`src/rtl/freq_meter.sv`:
```
// freq_meter: counts rising edges of an async input over a fixed gate window.
// Optional FREQ_BCD_EN: edge counter and Freq become packed BCD digits.
module freq_meter #(
  parameter int BoardFreq = 100_000_000,
  parameter int Bits      = 27,
  parameter int CntBits   = 16
) (
  input  logic               Clk,
  input  logic               Rst,
  input  logic               Run,
  input  logic               Sig,
  output logic [CntBits-1:0] Freq,
  output logic               Valid,
  output logic               Ovf
);

  localparam logic [Bits-1:0] LP_LAST = Bits'(BoardFreq - 1);

  typedef enum logic {
    S_IDLE,
    S_MEAS
  } state_t;

  state_t r_state;
  state_t w_state_nx;

  logic r_s1;
  logic r_s2;
  logic r_s3;
  logic w_edge;
  logic w_term;
  logic w_full;

  logic [Bits-1:0]    r_gate;
  logic [Bits-1:0]    w_gate_nx;
  logic [CntBits-1:0] r_cnt;
  logic [CntBits-1:0] w_cnt_nx;
  logic [CntBits-1:0] w_cnt_inc;
  logic [CntBits-1:0] w_cnt_up;
  logic [CntBits-1:0] r_freq;
  logic [CntBits-1:0] w_freq_nx;

  logic r_sat;
  logic w_sat_nx;
  logic w_sat_up;
  logic r_ovf;
  logic w_ovf_nx;
  logic r_valid;
  logic w_valid_nx;

  assign w_edge = r_s2 & ~r_s3;
  assign w_term = (r_gate == LP_LAST);

`ifdef FREQ_BCD_EN
  localparam int LP_DIG = CntBits / 4;

  logic w_carry;

  // Ripple-carry decimal increment; full means every digit reads 9.
  always_comb begin
    w_carry   = 1'b1;
    w_full    = 1'b1;
    w_cnt_inc = r_cnt;
    for (int i = 0; i < LP_DIG; i++) begin
      if (r_cnt[4*i +: 4] != 4'd9) begin
        w_full = 1'b0;
      end
      if (w_carry) begin
        if (r_cnt[4*i +: 4] == 4'd9) begin
          w_cnt_inc[4*i +: 4] = 4'd0;
        end else begin
          w_cnt_inc[4*i +: 4] = r_cnt[4*i +: 4] + 4'd1;
          w_carry             = 1'b0;
        end
      end
    end
  end
`else
  assign w_full    = &r_cnt;
  assign w_cnt_inc = r_cnt + CntBits'(1);
`endif

  assign w_cnt_up = (w_edge && !w_full) ? w_cnt_inc : r_cnt;
  assign w_sat_up = r_sat | (w_edge & w_full);

  always_comb begin
    w_state_nx = r_state;
    w_gate_nx  = '0;
    w_cnt_nx   = '0;
    w_sat_nx   = 1'b0;
    w_freq_nx  = r_freq;
    w_ovf_nx   = r_ovf;
    w_valid_nx = 1'b0;
    unique case (r_state)
      S_IDLE: begin
        if (Run) begin
          w_state_nx = S_MEAS;
        end
      end
      S_MEAS: begin
        if (!Run) begin
          w_state_nx = S_IDLE;
        end else if (w_term) begin
          w_freq_nx  = w_cnt_up;
          w_ovf_nx   = w_sat_up;
          w_valid_nx = 1'b1;
        end else begin
          w_gate_nx = r_gate + Bits'(1);
          w_cnt_nx  = w_cnt_up;
          w_sat_nx  = w_sat_up;
        end
      end
    endcase
  end

  always_ff @(posedge Clk) begin
    if (Rst) begin
      r_state <= S_IDLE;
      r_s1    <= 1'b0;
      r_s2    <= 1'b0;
      r_s3    <= 1'b0;
      r_gate  <= '0;
      r_cnt   <= '0;
      r_sat   <= 1'b0;
      r_freq  <= '0;
      r_ovf   <= 1'b0;
      r_valid <= 1'b0;
    end else begin
      r_state <= w_state_nx;
      r_s1    <= Sig;
      r_s2    <= r_s1;
      r_s3    <= r_s2;
      r_gate  <= w_gate_nx;
      r_cnt   <= w_cnt_nx;
      r_sat   <= w_sat_nx;
      r_freq  <= w_freq_nx;
      r_ovf   <= w_ovf_nx;
      r_valid <= w_valid_nx;
    end
  end

  assign Freq  = r_freq;
  assign Valid = r_valid;
  assign Ovf   = r_ovf;

endmodule

```
`config.mk`:
```
export PLATFORM = sky130hd
export DESIGN_NAME = freq_meter
export DESIGN_NICKNAME = d
export VERILOG_FILES = /design/src/rtl/freq_meter.sv
export SDC_FILE = /design/constraint.sdc
export NUM_CORES = 1
export LEC_CHECK = 0
export BUFFER_PORTS_ARGS = -buffer_cell sky130_fd_sc_hd__buf_2
export CORE_MARGIN = 10
export CORE_UTILIZATION = 58
export CTS_BUF_LIST = sky130_fd_sc_hd__clkbuf_8 sky130_fd_sc_hd__clkbuf_16
export DETAILED_ROUTE_END_ITERATION = 8
export PLACE_DENSITY = 0.78
export SETUP_SLACK_MARGIN = 0.5
export SYNTH_ARGS = -nofsm -noshare
export SYNTH_HDL_FRONTEND = slang
export SYNTH_SLANG_ARGS = --single-unit
```
`constraint.sdc`:
```
create_clock -name Clk -period 2.4 [get_ports Clk]
set_clock_uncertainty 0.05 [all_clocks]
set_input_delay 0 -clock Clk [delete_from_list [all_inputs] [get_ports Clk]]
set_output_delay 0 -clock Clk [all_outputs]
set_load 0.05 [all_outputs]
```
==> Word-level counts from Yosys, hierarchy flattened <==
Index checks and enable logic that the tools add are counted.
{ "word_totals": {"out_inout_bits": 18, "reg_bits": 66, "inputBits": 4} }
{ "op_classes": {"bitwise_logic": 6, "n_eq_ne": 1, "n_mux": 3, "n_addsub": 2, "reduce_logical": 6} }
{ "ops": {"columns": ["op", "n"], "rows": [
  ["adder 27 x 1 -> 27 bit (second input constant)", 1],
  ["equality test 27 bit (second input constant)", 1],
  ["adder 16 x 1 -> 16 bit (second input constant)", 1],
  ["two-way mux 16 bit", 1],
  ["AND reduction 16 bit", 1],
  ["OR reduction 4 bit", 1],
  ["NOT 1 bit", 3],
  ["AND reduction 3 bit", 1],
  ["OR reduction 3 bit", 1],
  ["AND 1 bit", 2],
  ["two-way mux 1 bit", 2],
  ["logical AND 1 bit", 1],
  ["zero test 1 bit", 1],
  ["bitwise OR 1 bit", 1]
]} }

==> Depth between registers and ports, before layout <==
{ "depth": {"ltp_word": 4, "depth_mapped": 8} }

==> Worst setup path before layout <==
Ideal clock, no wire load.
{ "synth_timing": {"path_kind": "register to register", "startpoint": "reg r_gate[0]", "endpoint": "reg r_freq[15], in the netlist Freq[15]", "period_less_slack_ps": 1840, "required_time_ps": 2229, "arrival_ps": 1669, "stages_incl_launch_ff": 7, "n_path_buf": 1, "setup_slack_ps": 560, "setup_ps": 121, "cell_sequence": "dfxtp_1 -> ha_1 -> nand3_1 -> or2_4 -> nor4_4 -> buf_6 -> a21oi_1"} }
{ "synth_via": {"elab_chain_cells": 2} }
{ "synth_lines": {"columns": ["item", "line", "rtl"], "rows": [
  ["start: declaration", "34", "logic [Bits-1:0] r_gate;"],
  ["start signal: assignment", "133", "r_gate <= w_gate_nx;"],
  ["equality test 27 bit", "52", "assign w_term = (r_gate == LP_LAST);"],
  ["AND reduction 3 bit (no line)", null, null],
  ["end signal: assignment", "136", "r_freq <= w_freq_nx;"],
  ["end: declaration", "40", "logic [CntBits-1:0] r_freq;"]
]} }
Every way passes these cells.
A chain may end at the register's enable or synchronous reset.

==> Worst setup path in the final report <==
{ "layout_timing": {"startpoint": "reg r_gate[17]", "endpoint": "reg r_freq[3], in the netlist Freq[3]"} }
Same word-level chain as after synthesis.

==> impl_summary.txt <==
----------------------------------------------------
[CTS]
  Count of H-tree levels built during CTS ... 3
  Clock Tree Root ... sky130_fd_sc_hd__clkbuf_8
  TritonCTS Buffers ... 9
  Later-pin clock latency in the skew report ... 350 ps
  Number of sinks handled by clock tree synthesis ... 66
  CTS clock-pin slew for the worst setup and hold paths ... 70 ps
  Number of buffers on the longest clock path ... 2
  Clock tree from TritonCTS ... yes

[Global routing]
  Met2 global-route usage ... 24.1%
  Initial antenna violation count ... 0
  Via count of the first global-routing pass ... 2069
  Total global routing track utilization ... 15.6%
  Total overflow reported by the global router ... 0
  Busiest layer in global routing ... met2
  Met3 track demand over resource ... 6.80%
  Maximum number of pins on one net before global-route repair ... 34
  First-pass GRT wire length ... 9610 um
  Met1 track utilization from global routing ... 18.8%

[Setup path]
  Critical path class ... flip-flop to flip-flop
  Sequence of cells on the critical path ... nor4b_2 -> nand4_1 -> buf_6 -> nor4_4 -> buf_2 -> a21oi_1 -> a21oi_1
  Required time of the critical path ... 2620 ps
  Cell repeated most along the worst path ... sky130_fd_sc_hd__a21oi_1
  Top delay family on crit path ... simple AND/OR/NAND/NOR gates
  Category of the worst setup path capture point ... flip-flop
  Cell depth of the worst flop-to-flop path ... 7
  Launch point of the critical path ... r_gate[17]
  Critical path's largest stage delay ... 370 ps
  Largest driver fanout on the critical path ... 6
  Worst-path cell with the longest stage delay ... sky130_fd_sc_hd__dfxtp_1
  FF-to-FF setup slack ... 490 ps
  Crit Reg-Reg Endpoint ... Freq[3]
  Origin of the critical flop-to-flop path ... r_gate[17]
  CP Buf/Inv Count ... 2
  CP startpoint kind ... flip-flop
  Crit path DAT ... 2130 ps

[Finish]
  Number of fill cells in the layout ... 290
  Flip-flop count of the largest register, all copies and words added ... 27
  Proportion of layout cells with a drive suffix above 1 ... 26.3%
  Biggest register ... r_gate
  Highest-count cells in the layout ignoring fill and taps ... sky130_fd_sc_hd__dfxtp_1, sky130_fd_sc_hd__nor2_1, sky130_fd_sc_hd__a21oi_1, sky130_fd_sc_hd__xor2_1, sky130_fd_sc_hd__buf_2
  Design Area, Final ... 0.00344 mm^2
  Area growth from synthesis to final layout ... 25.8%
  Net count, final ... 343
  Leading cell type in the layout, fill and taps excluded ... sky130_fd_sc_hd__dfxtp_1
  Number of diodes ... 0

[Pwr]
  Total power divided by cell area ... 668 mW/mm^2
  Static Leak ... 1.31 nW
  Maximum vdd ir drop ... 0.607 mV

[Floorplan]
  I/O Pins ... 22
  Die span in y ... 88.7 um
  Total die area ... 0.00786 mm^2
  Row count ... 24
  Placeable core region ... 0.00447 mm^2
  Horizontal die dimension ... 88.7 um
  Initial standard-cell utilization of the core ... 61.1%

[Synthesis]
  Net count after synthesis ... 297
  Portion of synthesized cell area occupied by the leading cell type ... 48.3%
  Sequential cell area fraction in the yosys report ... 48.3%
  Most used flip-flop cell after synthesis ... sky130_fd_sc_hd__dfxtp_1
  Main area contributors after synthesis ... sky130_fd_sc_hd__dfxtp_1, sky130_fd_sc_hd__nor2_1, sky130_fd_sc_hd__xor2_1
  Register bit count reported by yosys ... 66
  Average cell area after synthesis ... 9.40 um^2
  Async set-or-reset flop fraction in the synthesized netlist ... 0%
  Number of enable-type register cells in the synthesized netlist ... 0
  Cell variety after synth ... 34
  Biggest area consumer among synthesized cells ... sky130_fd_sc_hd__dfxtp_1
  Synthesized area ... 0.00274 mm^2
  Post-synthesis instance total ... 291
  Warnings from Yosys ... 0

[Timing]
  Final setup fails ... 0
  Setup_tns ... 0 ps
  Max frequency ... 524 MHz
  Final period util ... 79.6%
  Final slew viol count ... 0
  Fin. Hold Viols ... 0
  Unrepaired setup endpoints after global routing ... false
  Min cycle time layout ... 1910 ps
  Relative slew slack ... 77.4%
  Worst setup margin ... 491 ps
  Actual transition at the worst max-transition pin ... 336 ps

[Detailed routing]
  Overall routed net length ... 6330 um
  Mean number of vias per cell ... 5.65
  Routed wire per std cell ... 16.1 um
  First-iteration detailed-routing DRC count ... 143
  Vias post-DR ... 2226
  Total iterations of the first detailed-routing run ... 4
  Post-route DRC ... 0
  Antenna-violating nets left ... 0

[Placed design]
  Post-Place Setup Slack ... 318 ps
  Count of port buffers added during placement ... 21
  Dpl cell area ... 0.00290 mm^2
  Estimated wirelength of the detail-placed design ... 3730 um
  Placer's final routability congestion estimate ... 0.847

[Hold path]
  Worst Hold Class ... flip-flop to flip-flop
  Worst hold path depth ... 1
  End of the worst hold path ... r_s2
  Min-Delay Startpoint ... r_s1

[Job]
  Number of maximum-capacitance constraint violations ... 0

[Outcome]
  Outcome ... completed

----------------------------------------------------
-- layer usage --
| metal | share of wire [%] | wire [um] |
|---|---|---|
| met5 | 0 | 0 |
| met4 | 2.3 | 147 |
| met3 | 5.7 | 362 |
| met2 | 48 | 3010 |
| met1 | 44 | 2800 |
-- what timing repair did --
item	in CTS	in global routing
hold buffers	5	0
pin swaps	4	6
hold endpoints to repair	6	0
gates cloned	0	2
gates resized for setup	5	19
setup buffers	4	8
endpoints found under the setup margin	50	60
-- Yosys cell counts (2+ instances only) --
| master | instances |
|---|---|
| sky130_fd_sc_hd__nor4b_1 | 2 |
| sky130_fd_sc_hd__xnor2_1 | 16 |
| sky130_fd_sc_hd__nand2_1 | 8 |
| sky130_fd_sc_hd__nor4_2 | 2 |
| sky130_fd_sc_hd__nor2_1 | 53 |
| sky130_fd_sc_hd__nor3_1 | 5 |
| sky130_fd_sc_hd__clkbuf_1 | 3 |
| sky130_fd_sc_hd__xor2_1 | 22 |
| sky130_fd_sc_hd__nor2b_1 | 5 |
| sky130_fd_sc_hd__dfxtp_1 | 66 |
| sky130_fd_sc_hd__and3_1 | 8 |
| sky130_fd_sc_hd__nor4_1 | 3 |
| sky130_fd_sc_hd__nand3_1 | 19 |
| sky130_fd_sc_hd__nand4_1 | 14 |
| sky130_fd_sc_hd__nand4_2 | 2 |
| sky130_fd_sc_hd__a21oi_2 | 9 |
| sky130_fd_sc_hd__a21oi_1 | 25 |
| sky130_fd_sc_hd__ha_1 | 2 |
| sky130_fd_sc_hd__inv_1 | 2 |
| sky130_fd_sc_hd__buf_2 | 5 |
| sky130_fd_sc_hd__nor4_4 | 3 |
| sky130_fd_sc_hd__and4_1 | 2 |
| sky130_fd_sc_hd__nand2b_1 | 2 |
| sky130_fd_sc_hd__mux2i_1 | 2 |
| sky130_fd_sc_hd__buf_6 | 2 |
-- cells by family (layout without fill, tap and decap cells) --
logic type,after synthesis,count (layout),share of synthesized area [%]
DFF,66,66,48.3
muxes,2,2,0.732
xor gates and xnor gates,38,38,12.2
and+or+nand+nor,133,133,27.0
AOI/OAI and AO/OA,37,37,8.33
adders and majority gates,2,2,0.915
buffers and inverters,13,64,2.56
-- stage by stage --
step | power (W) | hold slack [ps] | util [%] | cells
after floorplan | 0.00114 | 21.6 | - | 291
after global placement | 0.00115 | 169 | 64.7 | 359
after detailed placement | 0.00115 | 171 | 64.7 | 359
after CTS | 0.00230 | 390 | 72.7 | 384
after global routing | 0.00236 | 413 | 76.9 | 394
final | 0.00230 | 395 | 76.9 | 394
-- layout make-up --
| cell class | count | area (um^2) | area share [%] |
|---|---|---|---|
| Sequential cell | 66 | 1330 | 38.6 |
| Timing Repair Buffer | 45 | 349 | 10.1 |
| Clock buffer | 11 | 151 | 4.40 |
| Multi-Input combinational cell | 212 | 1430 | 41.7 |
| Tap cell | 52 | 65.1 | 1.89 |
| Inverter | 3 | 11.3 | 0.327 |
| Clock inverter | 5 | 101 | 2.95 |
-- how the worst max path moves through the flow --
stage	endpoint	slack, ps	depth (start not counted)
floorplan	Freq[15]	560	6
global placement	Freq[5]	430	6
detailed placement	Freq[5]	320	6
CTS	Freq[5]	490	7
global route	Freq[3]	340	7
finish	Freq[3]	490	7
-- report_power, final --
group / total, W / switching, W / internal, W
registers: 0.00110 / 0.00000191 / 0.00110
logic: 0.0000377 / 0.0000207 / 0.0000170
clock network: 0.00116 / 0.000419 / 0.000743
total: 0.00230 / 0.000442 / 0.00186
Power figures use the tool's default switching activity.
